$ cat config.mk
export PLATFORM = sky130hd
export DESIGN_NAME = divisor_multicanal_flat
export DESIGN_NICKNAME = d
export VERILOG_FILES = /design/src/rtl/divisor_pkg.sv /design/src/rtl/divisor_multicanal_if.sv /design/src/rtl/divisor_canal.sv /design/src/rtl/divisor_multicanal.sv /design/src/flat_wrapper.sv
export SDC_FILE = /design/constraint.sdc
export NUM_CORES = 1
export LEC_CHECK = 0
export ABC_CLOCK_PERIOD_IN_PS = 4400
export CORE_MARGIN = 2
export CORE_UTILIZATION = 35
export DETAILED_ROUTE_END_ITERATION = 8
export DONT_BUFFER_PORTS = 1
export PLACE_DENSITY_LB_ADDON = 0.08
export SETUP_SLACK_MARGIN = 0.15
export SLEW_MARGIN = 30
export SYNTH_ARGS = -nofsm -noshare
export SYNTH_HDL_FRONTEND = slang
export SYNTH_HIERARCHICAL = 1
export SYNTH_SLANG_ARGS = --single-unit
export TNS_END_PERCENT = 50
$ cat constraint.sdc
create_clock -name clk -period 4.4 [get_ports clk]
set_clock_uncertainty 0.15 [all_clocks]
set_input_delay 0.44 -clock clk [delete_from_list [all_inputs] [get_ports clk]]
set_output_delay 0.44 -clock clk [all_outputs]
set_load 0.005 [all_outputs]
$ cat src/rtl/divisor_pkg.sv
// Shared helpers for the multi-channel clock divider: minimum-divisor clamp
// and channel-select width.
package divisor_pkg;

    localparam int MIN_DIV = 2;

    function automatic logic [31:0] clamp_div(input logic [31:0] d);
        return (d < 32'(MIN_DIV)) ? 32'(MIN_DIV) : d;
    endfunction

    function automatic int ch_w(input int n);
        return (n <= 2) ? 1 : $clog2(n);
    endfunction

endpackage

$ cat src/rtl/divisor_multicanal_if.sv
// Control/status bundle of the multi-channel divider: enables, sync, divisor
// write port and the per-channel tick/clk_out/pending outputs.
interface divisor_multicanal_if
    import divisor_pkg::*;
#(
    parameter int N_CH  = 4,
    parameter int CNT_W = 26,
    parameter int CH_W  = ch_w(N_CH)
);
    logic [N_CH-1:0]  en;
    logic             sync;
    logic             wr_en;
    logic [CH_W-1:0]  wr_ch;
    logic [CNT_W-1:0] wr_div;
    logic [N_CH-1:0]  tick;
    logic [N_CH-1:0]  clk_out;
    logic [N_CH-1:0]  pending;

    modport master (
        output en, sync, wr_en, wr_ch, wr_div,
        input  tick, clk_out, pending
    );

    modport slave (
        input  en, sync, wr_en, wr_ch, wr_div,
        output tick, clk_out, pending
    );
endinterface

$ cat src/rtl/divisor_canal.sv
// One divider channel: counter, double-buffered divisor, tick strobe and
// registered square output.
module divisor_canal
    import divisor_pkg::*;
#(
    parameter int CNT_W   = 26,
    parameter int DEF_DIV = 3
)
(
    input  logic             clk,
    input  logic             rst,
    input  logic             i_en,
    input  logic             i_sync,
    input  logic             i_wr,
    input  logic [CNT_W-1:0] i_wr_div,
    output logic             o_tick,
    output logic             o_clk_out,
    output logic             o_pending
);

    logic [CNT_W-1:0] r_cnt;
    logic [CNT_W-1:0] r_div_act;
    logic [CNT_W-1:0] r_div_pend;
    logic             r_pending;
    logic             r_tick;
    logic             r_clk_out;

    logic [CNT_W-1:0] w_div_new;
    logic [CNT_W-1:0] w_pend_val;
    logic [CNT_W-1:0] w_cnt_nxt;
    logic [CNT_W-1:0] w_div_nxt;
    logic             w_pend_flag;
    logic             w_wrap;
    logic             w_apply;
    logic             w_pending_nxt;
    logic             w_tick_nxt;
    logic             w_clk_nxt;

    always_comb begin
        w_div_new     = CNT_W'(clamp_div(32'(i_wr_div)));
        // A write landing this cycle takes precedence over the buffered value.
        w_pend_flag   = i_wr | r_pending;
        w_pend_val    = i_wr ? w_div_new : r_div_pend;
        w_wrap        = (r_cnt == r_div_act - CNT_W'(1));
        w_apply       = i_sync | ~i_en | w_wrap;
        w_cnt_nxt     = '0;
        w_div_nxt     = r_div_act;
        w_pending_nxt = w_pend_flag;
        w_tick_nxt    = 1'b0;
        if (w_apply) begin
            w_div_nxt     = w_pend_flag ? w_pend_val : r_div_act;
            w_pending_nxt = 1'b0;
        end
        if (!i_sync && i_en) begin
            if (w_wrap) w_tick_nxt = 1'b1;
            else        w_cnt_nxt  = r_cnt + CNT_W'(1);
        end
        // High for the first floor(D/2) counts of the period, forced low when idle.
        w_clk_nxt = i_en && (w_cnt_nxt < (w_div_nxt >> 1));
    end

    always_ff @(posedge clk or posedge rst) begin
        if (rst) begin
            r_cnt      <= '0;
            r_div_act  <= CNT_W'(DEF_DIV);
            r_div_pend <= CNT_W'(DEF_DIV);
            r_pending  <= 1'b0;
            r_tick     <= 1'b0;
            r_clk_out  <= 1'b0;
        end else begin
            r_cnt     <= w_cnt_nxt;
            r_div_act <= w_div_nxt;
            if (i_wr) r_div_pend <= w_div_new;
            r_pending <= w_pending_nxt;
            r_tick    <= w_tick_nxt;
            r_clk_out <= w_clk_nxt;
        end
    end

    assign o_tick    = r_tick;
    assign o_clk_out = r_clk_out;
    assign o_pending = r_pending;

endmodule

$ cat src/rtl/divisor_multicanal.sv
// N_CH independent programmable clock-enable dividers sharing one clock,
// a global sync and a single divisor write port.
module divisor_multicanal
    import divisor_pkg::*;
#(
    parameter int IN_F    = 75000000,
    parameter int OUT_F   = 25000000,
    parameter int N_CH    = 4,
    parameter int CNT_W   = 26,
    parameter int DEF_DIV = int'(clamp_div(32'(IN_F / OUT_F))),
    parameter int CH_W    = ch_w(N_CH)
)
(
    input  logic                  clk,
    input  logic                  rst,
    divisor_multicanal_if.slave   bus
);

    logic [N_CH-1:0] w_wr;
    logic [N_CH-1:0] w_tick;
    logic [N_CH-1:0] w_clk_out;
    logic [N_CH-1:0] w_pending;

    // Select values beyond N_CH-1 match no channel, so such writes are dropped.
    for (genvar g = 0; g < N_CH; g++) begin : g_ch
        assign w_wr[g] = bus.wr_en && (bus.wr_ch == CH_W'(g));

        divisor_canal #(
            .CNT_W   (CNT_W),
            .DEF_DIV (DEF_DIV)
        ) u_canal (
            .clk       (clk),
            .rst       (rst),
            .i_en      (bus.en[g]),
            .i_sync    (bus.sync),
            .i_wr      (w_wr[g]),
            .i_wr_div  (bus.wr_div),
            .o_tick    (w_tick[g]),
            .o_clk_out (w_clk_out[g]),
            .o_pending (w_pending[g])
        );
    end

    assign bus.tick    = w_tick;
    assign bus.clk_out = w_clk_out;
    assign bus.pending = w_pending;

endmodule

$ cat src/flat_wrapper.sv
// flat-port wrapper written by rule: the top's interface ports become plain ports
module divisor_multicanal_flat import divisor_pkg::*;
#(
    parameter int IN_F    = 75000000,
    parameter int OUT_F   = 25000000,
    parameter int N_CH    = 4,
    parameter int CNT_W   = 26,
    parameter int DEF_DIV = int'(clamp_div(32'(IN_F / OUT_F))),
    parameter int CH_W    = ch_w(N_CH)
)
  (clk, rst, bus_en, bus_sync, bus_wr_en, bus_wr_ch, bus_wr_div, bus_tick, bus_clk_out, bus_pending);
  divisor_multicanal_if #(.N_CH(N_CH), .CNT_W(CNT_W), .CH_W(CH_W)) bus_i ();
  input  logic clk;
  input  logic rst;
  input wire logic [$bits(bus_i.en)-1:0] bus_en;
  input wire logic [$bits(bus_i.sync)-1:0] bus_sync;
  input wire logic [$bits(bus_i.wr_en)-1:0] bus_wr_en;
  input wire logic [$bits(bus_i.wr_ch)-1:0] bus_wr_ch;
  input wire logic [$bits(bus_i.wr_div)-1:0] bus_wr_div;
  output wire logic [$bits(bus_i.tick)-1:0] bus_tick;
  output wire logic [$bits(bus_i.clk_out)-1:0] bus_clk_out;
  output wire logic [$bits(bus_i.pending)-1:0] bus_pending;
  assign bus_i.en = bus_en;
  assign bus_i.sync = bus_sync;
  assign bus_i.wr_en = bus_wr_en;
  assign bus_i.wr_ch = bus_wr_ch;
  assign bus_i.wr_div = bus_wr_div;
  assign bus_tick = bus_i.tick;
  assign bus_clk_out = bus_i.clk_out;
  assign bus_pending = bus_i.pending;
  divisor_multicanal #(.IN_F(IN_F), .OUT_F(OUT_F), .N_CH(N_CH), .CNT_W(CNT_W), .DEF_DIV(DEF_DIV), .CH_W(CH_W)) u_core (.clk(clk), .rst(rst), .bus(bus_i));
endmodule
==> flow_summary.yaml, run 1 <==
outcome:
  status: "finished with violations"
  violations: "negative setup slack"
sta:
  fmax_ghz: 0.212
  finalSetupViolCount: 4
  tns_ps: -1050
  hold_violations: 0
  worstMarginPinSlew_ps: 826
  min_period_ps: 4710
  worst_slack_ps: -311
  min_period_over_period: 1.07
  rsz0062_at_grt: "yes"
  slew_viol_final: 0
  max-slew-margin-rel: 0.449
die:
  rows: 89
  core_area_um2: 59000
  die_h_um: 249
  die_area_um2: 61800
  ioPinCount: 48
  die_x_um: 249
  initial_core_util: 0.355
worst_setup_path:
  worstPathRequired_ps: 4730
  cp_max_fo: 7
  cp-end-kind: "flop"
  slowest_delay_ps: 590
  cp-start-kind: "flop"
  crit_path_cell_trace: "or4_4 > or4_1 > a21oi_1 > a2111oi_2 > nand4_1 > buf_4 > nor4_2 > buf_4 > o21ai_4 > buf_12 > buf_12 > buf_4 > mux2i_1 > ha_1 > nand4_1 > nor3_2 > a221o_1 > o21ai_1 > o311ai_1 > a211oi_1"
  path_class: "reg2reg"
  startpoint: "u_core/g_ch[3].u_canal/r_div_act[12]$_DFF_PP0_"
  crit_cells: 20
  path_buf_inv: 5
  cp_data_arrival_time_ps: 5040
  reg2regPathDepth: 20
  cp_top_family: "simple AND/OR/NAND/NOR gates"
  r2r-start: "u_core/g_ch[3].u_canal/r_div_act[12]$_DFF_PP0_"
  crit_slowest_cell: "or4_4"
  r2r_slack_ps: -310
  reg2reg_to: "u_core/g_ch[3].u_canal/o_clk_out$_DFF_PP0_"
  crit_top_cell: "buf_4"
  critPathCapture: "u_core/g_ch[3].u_canal/o_clk_out$_DFF_PP0_"
clock_network:
  clock_latency_ps: 570
  cts_sinks: 324
  clockBufferDepth: 3
  root_buffer: "clkbuf_16"
  clk_pin_slew_ps: 60
  numCtsBuffers: 40
  cts_tree: "yes"
  cts-htree-levels: 2
global_routing:
  grt_remaining_overflow: 0
  antenna_found_initial: 6
  grt_max_degree: 50
  grt_first_pass_wirelength_um: 105000
  grt_pass1_vias: 17500
  grt.total_usage: 0.218
synth:
  ys_ff_latch: 324
  synthArstFlopShare: 1.00
  synth-edff-count: 0
  ys.flop_type: "dfrtp_1"
  yosys_warnings: 6
  yosysSeqAreaShare: 0.388
  synthDistinctLibCells: 57
  syn_area_per_cell_um2: 10.5
  syn_area_um2: 20900
  syn-instance-count: 1992
  syn_nets: 2132
routing:
  dr.first_iter.drc_count: 779
  top_layer: "met5"
  wl_met3_um: 4280
  vias: 16700
  avgRoutedWirePerCell_um: 21.4
  drt_wl_total_um: 67400
  wl_met1_um: 29700
  wl_met2_um: 31700
  avgViaCountPerCell: 5.30
  dr.pass1.iters: 5
  drcViolationCount: 0
  ant_nets: 0
layout:
  fillers: 5639
  nets: 2484
  fin_area_um2: 26900
  layout-drive-gt1-share: 0.339
  area_delta_synth_final_pct: 28.6
  mostFrequentLayoutCells: "354 x buf_4, 301 x dfrtp_1, 176 x nor2_1, 128 x xor2_1, 100 x mux2_4"
  multiInputGateArea_um2: 12900
  seq_area_um2: 8140
  final_common_cell: "buf_4"
flow_run:
  drv_cap: 0
hold_path:
  min_path_type: "in2reg"
  hold_start: "bus_en[3]"
power:
  p_leak_nw: 12.4
  peakVddDrop_uv: 310
  powerDensity_nw_per_um2: 467
placed_design:
  routabilityCongestion: 0.848
  numPortBuffers: 0
  placed_cell_area_um2: 24400
  dpl.hpwl_um: 49100
## worst min path at each step
stage | to | cells after the start
final | u_core/g_ch[3].u_canal/o_tick$_DFF_PP0_ | 2
after CTS | u_core/g_ch[3].u_canal/o_tick$_DFF_PP0_ | 2
after floorplan | u_core/g_ch[0].u_canal/r_div_pend[0]$_DFF_PP1_ | 2
after detailed placement | u_core/g_ch[1].u_canal/r_div_pend[3]$_DFF_PP0_ | 1
after global routing | u_core/g_ch[3].u_canal/o_tick$_DFF_PP0_ | 2
after global placement | u_core/g_ch[1].u_canal/r_div_pend[10]$_DFF_PP0_ | 1
## flip-flops by register name, indices dropped and copies added (netlist names)
register	count
u_core/g_ch.u_canal/o_clk_out	4
u_core/g_ch.u_canal/o_pending	4
u_core/g_ch.u_canal/o_tick	4
u_core/g_ch.u_canal/r_cnt	104
u_core/g_ch.u_canal/r_div_act	104
u_core/g_ch.u_canal/r_div_pend	104
## per-stage QoR
step | worst slack [ps] | power [mW] | hold slack, ps | utilization | instances
after floorplan | 147 | 6.93 | 313 | - | 1992
after global placement | -480 | 8.77 | 305 | 0.413 | 3016
after detailed placement | -539 | 8.83 | 302 | 0.413 | 3016
after CTS | -277 | 12.6 | 31.4 | 0.451 | 3140
after global routing | -520 | 13.3 | 86.4 | 0.456 | 3150
final | -311 | 12.6 | 59.7 | 0.456 | 3152
## timing repair
action	CTS	global route
pin swaps	31	25
endpoints found under the hold margin	276	0
resized for setup	67	39
gates cloned	2	0
buffers inserted	19	7
setup endpoints to repair	4	4
hold buffers	31	0
## cell usage after synthesis (all sizes together), types with 16 or more instances
cell | count | area share
mux2 | 196 | 0.12
nor2 | 180 | 0.032
o21ai | 44 | 0.011
buf | 56 | 0.018
dfrtp | 308 | 0.37
or3 | 24 | 0.0072
nor4 | 60 | 0.024
a31oi | 16 | 0.0048
nand3b | 20 | 0.0072
nor2b | 24 | 0.0072
nand3 | 48 | 0.011
nand4 | 64 | 0.019
or4 | 16 | 0.0072
dfstp | 16 | 0.020
a21o | 16 | 0.0057
ha | 104 | 0.062
a211oi | 16 | 0.0057
and3 | 41 | 0.012
inv | 44 | 0.0079
clkbuf | 44 | 0.0079
nand2 | 84 | 0.015
o211ai | 16 | 0.0057
mux2i | 96 | 0.046
a21oi | 52 | 0.012
nand2b | 16 | 0.0048
nor3 | 48 | 0.011
xor2 | 128 | 0.054
and4 | 16 | 0.0067
xnor2 | 92 | 0.038
## where the power goes
part	internal (mW)	leakage, nW	switching [mW]
clock	2.05	0.664	1.37
combinational	2.67	7.67	2.53
sequential	3.54	4.06	0.421
total	8.26	12.4	4.32
## kinds of logic (layout without fill, tap and decap cells)
kind of cell               count (synthesis)  after routing  share of synthesized area
xor gates and xnor gates                 220            220                     0.0921
DFF                                      324            324                      0.388
muxes                                    292            292                      0.169
AOI/OAI and AO/OA                        236            236                     0.0767
other                                      0              5                          0
adders and majority gates                104            104                     0.0622
and+or+nand+nor                          672            672                      0.178
buffers and inverters                    144            526                     0.0340
## layout make-up
class                           instances  share of cell area
Sequential cell                       324               0.302
Tap cell                              773              0.0359
Timing Repair Buffer                  410               0.126
Multi-Input combinational cell       1524               0.479
Clock inverter                         14             0.00572
Clock buffer                           58              0.0442
Inverter                               44             0.00641
Antenna cell                            5            0.000465
## routing by layer
metal,global-route usage,up-vias
met5,0.00849,-
met4,0.0601,4
met3,0.0576,87
met2,0.360,349
met1,0.280,8276
li1,-,7979
## worst register-to-register path, cell delays in order, from the launching register on
cell and delay (ps):
dfrtp_1 430, or4_4 590, or4_1 540, a21oi_1 190, a2111oi_2 60, nand4_1 120
buf_4 130, nor4_2 30, buf_4 150, o21ai_4 270, buf_12 150, buf_12 100
buf_4 170, mux2i_1 320, ha_1 300, nand4_1 110, nor3_2 60, a221o_1 300
o21ai_1 170, o311ai_1 120, a211oi_1 170
No activity file was read; power rests on OpenSTA's default activity.
==> run 2, diff against run 1 <==
--- a/config.mk
+++ b/config.mk
@@ -15,6 +15,5 @@
 export SLEW_MARGIN = 30
 export SYNTH_ARGS = -nofsm -noshare
 export SYNTH_HDL_FRONTEND = slang
-export SYNTH_HIERARCHICAL = 1
 export SYNTH_SLANG_ARGS = --single-unit
 export TNS_END_PERCENT = 50
==> run 2 against run 1 <==
Compared with the run above: count of clock-buffer cells in the layout grew 4; synthesized cell count is 1.7% higher; the run still ends with negative setup slack left; core utilization rose by 0.55 points; worst setup slack got worse by 880 ps; sequential power down 3%; power fell by 6.9%; critical path depth shrank 2; clock power fell by 3%; wire length decreased by 3.6%; hold slack gained 9.3 ps.
==> flow_summary.yaml, run 2 <==
layout:
  fin_util: 0.462
  top_regs: "u_core.g_ch.u_canal.r_cnt (104), u_core.g_ch.u_canal.r_div_act (104), u_core.g_ch.u_canal.r_div_pend (104)"
  layout-drive-gt1-share: 0.300
  fillers: 5421
  fin_area_um2: 26000
  nets: 2595
  area_delta_synth_final_pct: 30.4
  mostFrequentLayoutCells: "451 x buf_4, 308 x dfrtp_1, 196 x nor2_1, 157 x nand2_1, 119 x mux2_2"
  final_common_cell: "buf_4"
  instances_no_fill: 3249
synth:
  synthDistinctLibCells: 77
  synthArstFlopShare: 1.00
  syn_area_per_cell_um2: 9.84
  yosysMostFrequentCell: "dfrtp_1"
  ys_ff_latch: 324
  yosys_warnings: 0
  netlist.area_leader.share: 0.387
  syn_area_um2: 19900
  yosysTopAreaCell: "dfrtp_1"
  yosysSeqAreaShare: 0.408
  synth-edff-count: 0
  synth_area_leaders: "dfrtp_1 39%, mux2_2 6.7%, ha_1 6.5%, mux2i_1 5.4%, xnor2_1 4.7%"
  ys.flop_type: "dfrtp_1"
  netlist_top_cells_count: "308 x dfrtp_1, 199 x nor2_1, 159 x nand2_1"
  syn-instance-count: 2025
  syn_nets: 2165
sta:
  finalSetupViolCount: 4
  tns_ps: -3230
  rsz0062_at_grt: "yes"
  slew_viol_final: 0
  min_period_ps: 5590
  worst_slack_ps: -1190
  max-slew-margin-rel: 0.538
  fmax_ghz: 0.179
  min_period_over_period: 1.27
  hold_ws_ps: 69.0
  worstMarginPinSlew_ps: 689
  hold_violations: 0
hold_path:
  min_path_type: "in2reg"
  hold_start: "bus_wr_en"
  hold_depth: 3
  whs_endpoint: "u_core.g_ch[3].u_canal.r_div_pend[11]$_DFF_PP0_"
power:
  peakVddDrop_uv: 315
  powerDensity_nw_per_um2: 451
  p_leak_nw: 12.1
  power_mw: 11.7
clock_network:
  clockBufferDepth: 3
  cts_sinks: 324
  cts_tree: "yes"
  clk_pin_slew_ps: 60
  clock_latency_ps: 570
  numCtsBuffers: 40
  root_buffer: "clkbuf_16"
  cts-htree-levels: 2
routing:
  ant_nets: 0
  wl_met3_um: 3410
  vias: 16600
  drt_wl_total_um: 65000
  wl_met2_um: 30600
  drcViolationCount: 0
  wl_met1_um: 29000
  top_layer: "met5"
  avgViaCountPerCell: 5.11
  dr.first_iter.drc_count: 900
  dr.pass1.iters: 4
  avgRoutedWirePerCell_um: 20.0
worst_setup_path:
  cp_max_fo: 6
  crit_top_cell: "or4_4"
  path_class: "reg2reg"
  reg2regPathDepth: 18
  cp_top_family: "simple AND/OR/NAND/NOR gates"
  reg2reg_to: "u_core.g_ch[1].u_canal.o_clk_out$_DFF_PP0_"
  path_buf_inv: 1
  crit_slowest_cell: "or4_4"
  cp-start-kind: "flop"
  cp-end-kind: "flop"
  cp_data_arrival_time_ps: 5890
  worstPathRequired_ps: 4700
  slowest_delay_ps: 560
  r2r_slack_ps: -1190
  crit_path_cell_trace: "inv_2 > ha_4 > or3b_4 > or4_4 > or4_4 > o211ai_2 > nand4_1 > or4_4 > a21bo_4 > mux2i_1 > ha_1 > and4_1 > nand4_1 > or4_4 > or4_4 > o21a_1 > o211a_1 > a31o_1"
  r2r-start: "u_core.g_ch[1].u_canal.r_div_act[1]$_DFF_PP1_"
placed_design:
  place_inst: 3132
  dp_slack_ps: -1380
  routabilityCongestion: 0.870
  numPortBuffers: 0
  placed_cell_area_um2: 23900
  dpl.hpwl_um: 48300
die:
  die_area_um2: 58800
  die_x_um: 243
  ioPinCount: 48
  die_h_um: 243
  rows: 87
  initial_core_util: 0.354
  core_area_um2: 56300
outcome:
  violations: "negative setup slack"
  status: "finished with violations"
global_routing:
  antenna_found_initial: 13
  grt_first_pass_wirelength_um: 101000
  grt_pass1_vias: 17200
  grt.total_usage: 0.222
  grt_max_degree: 109
  grt_remaining_overflow: 0
flow_run:
  drv_cap: 0
-- run 2: worst min-delay path, delay by kind of cell --
kind             cells  cell delay [ps]
and+or+nand+nor      3              280
-- run 2: area by class of cell --
cell class                      count  area [µm²]  share of cell area
Antenna cell                        6        15.0            0.000578
Clock buffer                       62        1190              0.0460
Clock inverter                     12        97.6             0.00376
Inverter                           80         304              0.0117
Multi-Input combinational cell   1515       11400               0.439
Sequential cell                   324        8130               0.313
Tap cell                          756         946              0.0364
Timing Repair Buffer              494        3900               0.150
-- run 2: worst max-delay path by stage --
| stage | from | to | cells past startpoint |
|---|---|---|---|
| 2_1_floorplan | u_core.g_ch[1].u_canal.r_div_act[0]$_DFFE_PP1P_ | u_core.g_ch[1].u_canal.o_clk_out$_DFF_PP0_ | 21 |
| 3_3_place_gp | u_core.g_ch[1].u_canal.r_div_act[1]$_DFF_PP1_ | u_core.g_ch[1].u_canal.o_clk_out$_DFF_PP0_ | 18 |
| 3_5_place_dp | u_core.g_ch[1].u_canal.r_div_act[1]$_DFF_PP1_ | u_core.g_ch[1].u_canal.o_clk_out$_DFF_PP0_ | 18 |
| 4_1_cts | u_core.g_ch[1].u_canal.r_div_act[1]$_DFF_PP1_ | u_core.g_ch[1].u_canal.o_clk_out$_DFF_PP0_ | 18 |
| 5_1_grt | u_core.g_ch[1].u_canal.r_div_act[1]$_DFF_PP1_ | u_core.g_ch[1].u_canal.o_clk_out$_DFF_PP0_ | 18 |
| 6_report | u_core.g_ch[1].u_canal.r_div_act[1]$_DFF_PP1_ | u_core.g_ch[1].u_canal.o_clk_out$_DFF_PP0_ | 18 |
-- run 2: kinds of logic after synthesis --
group	after synthesis	synth area share
buffers and inverters	187	0.0400
AO/OA/AOI/OAI	212	0.0748
AND/OR/NAND/NOR	755	0.194
XOR/XNOR	211	0.0928
flip-flops	324	0.408
adder cells (fa/ha/maj)	104	0.0653
multiplexers	232	0.125
-- run 2: power by group --
part | total (mW) | internal [mW] | switching (mW)
clock network | 3.32 | 1.93 | 1.39
registers | 3.84 | 3.52 | 0.319
logic | 4.55 | 2.21 | 2.34
-- run 2: timing repair --
item | CTS | global route
pin swaps | 6 | 12
hold buffers | 30 | 0
hold endpoints to repair | 138 | 0
buffers inserted | 3 | 3
setup endpoints to repair | 4 | 4
gates cloned | 0 | 1
gates resized for setup | 44 | 38
-- run 2: layer usage --
metal  vias up  GRT usage
li1       8087          -
met1      8122      0.285
met2       285      0.368
met3        97     0.0526
met4        10     0.0664
met5         -          0
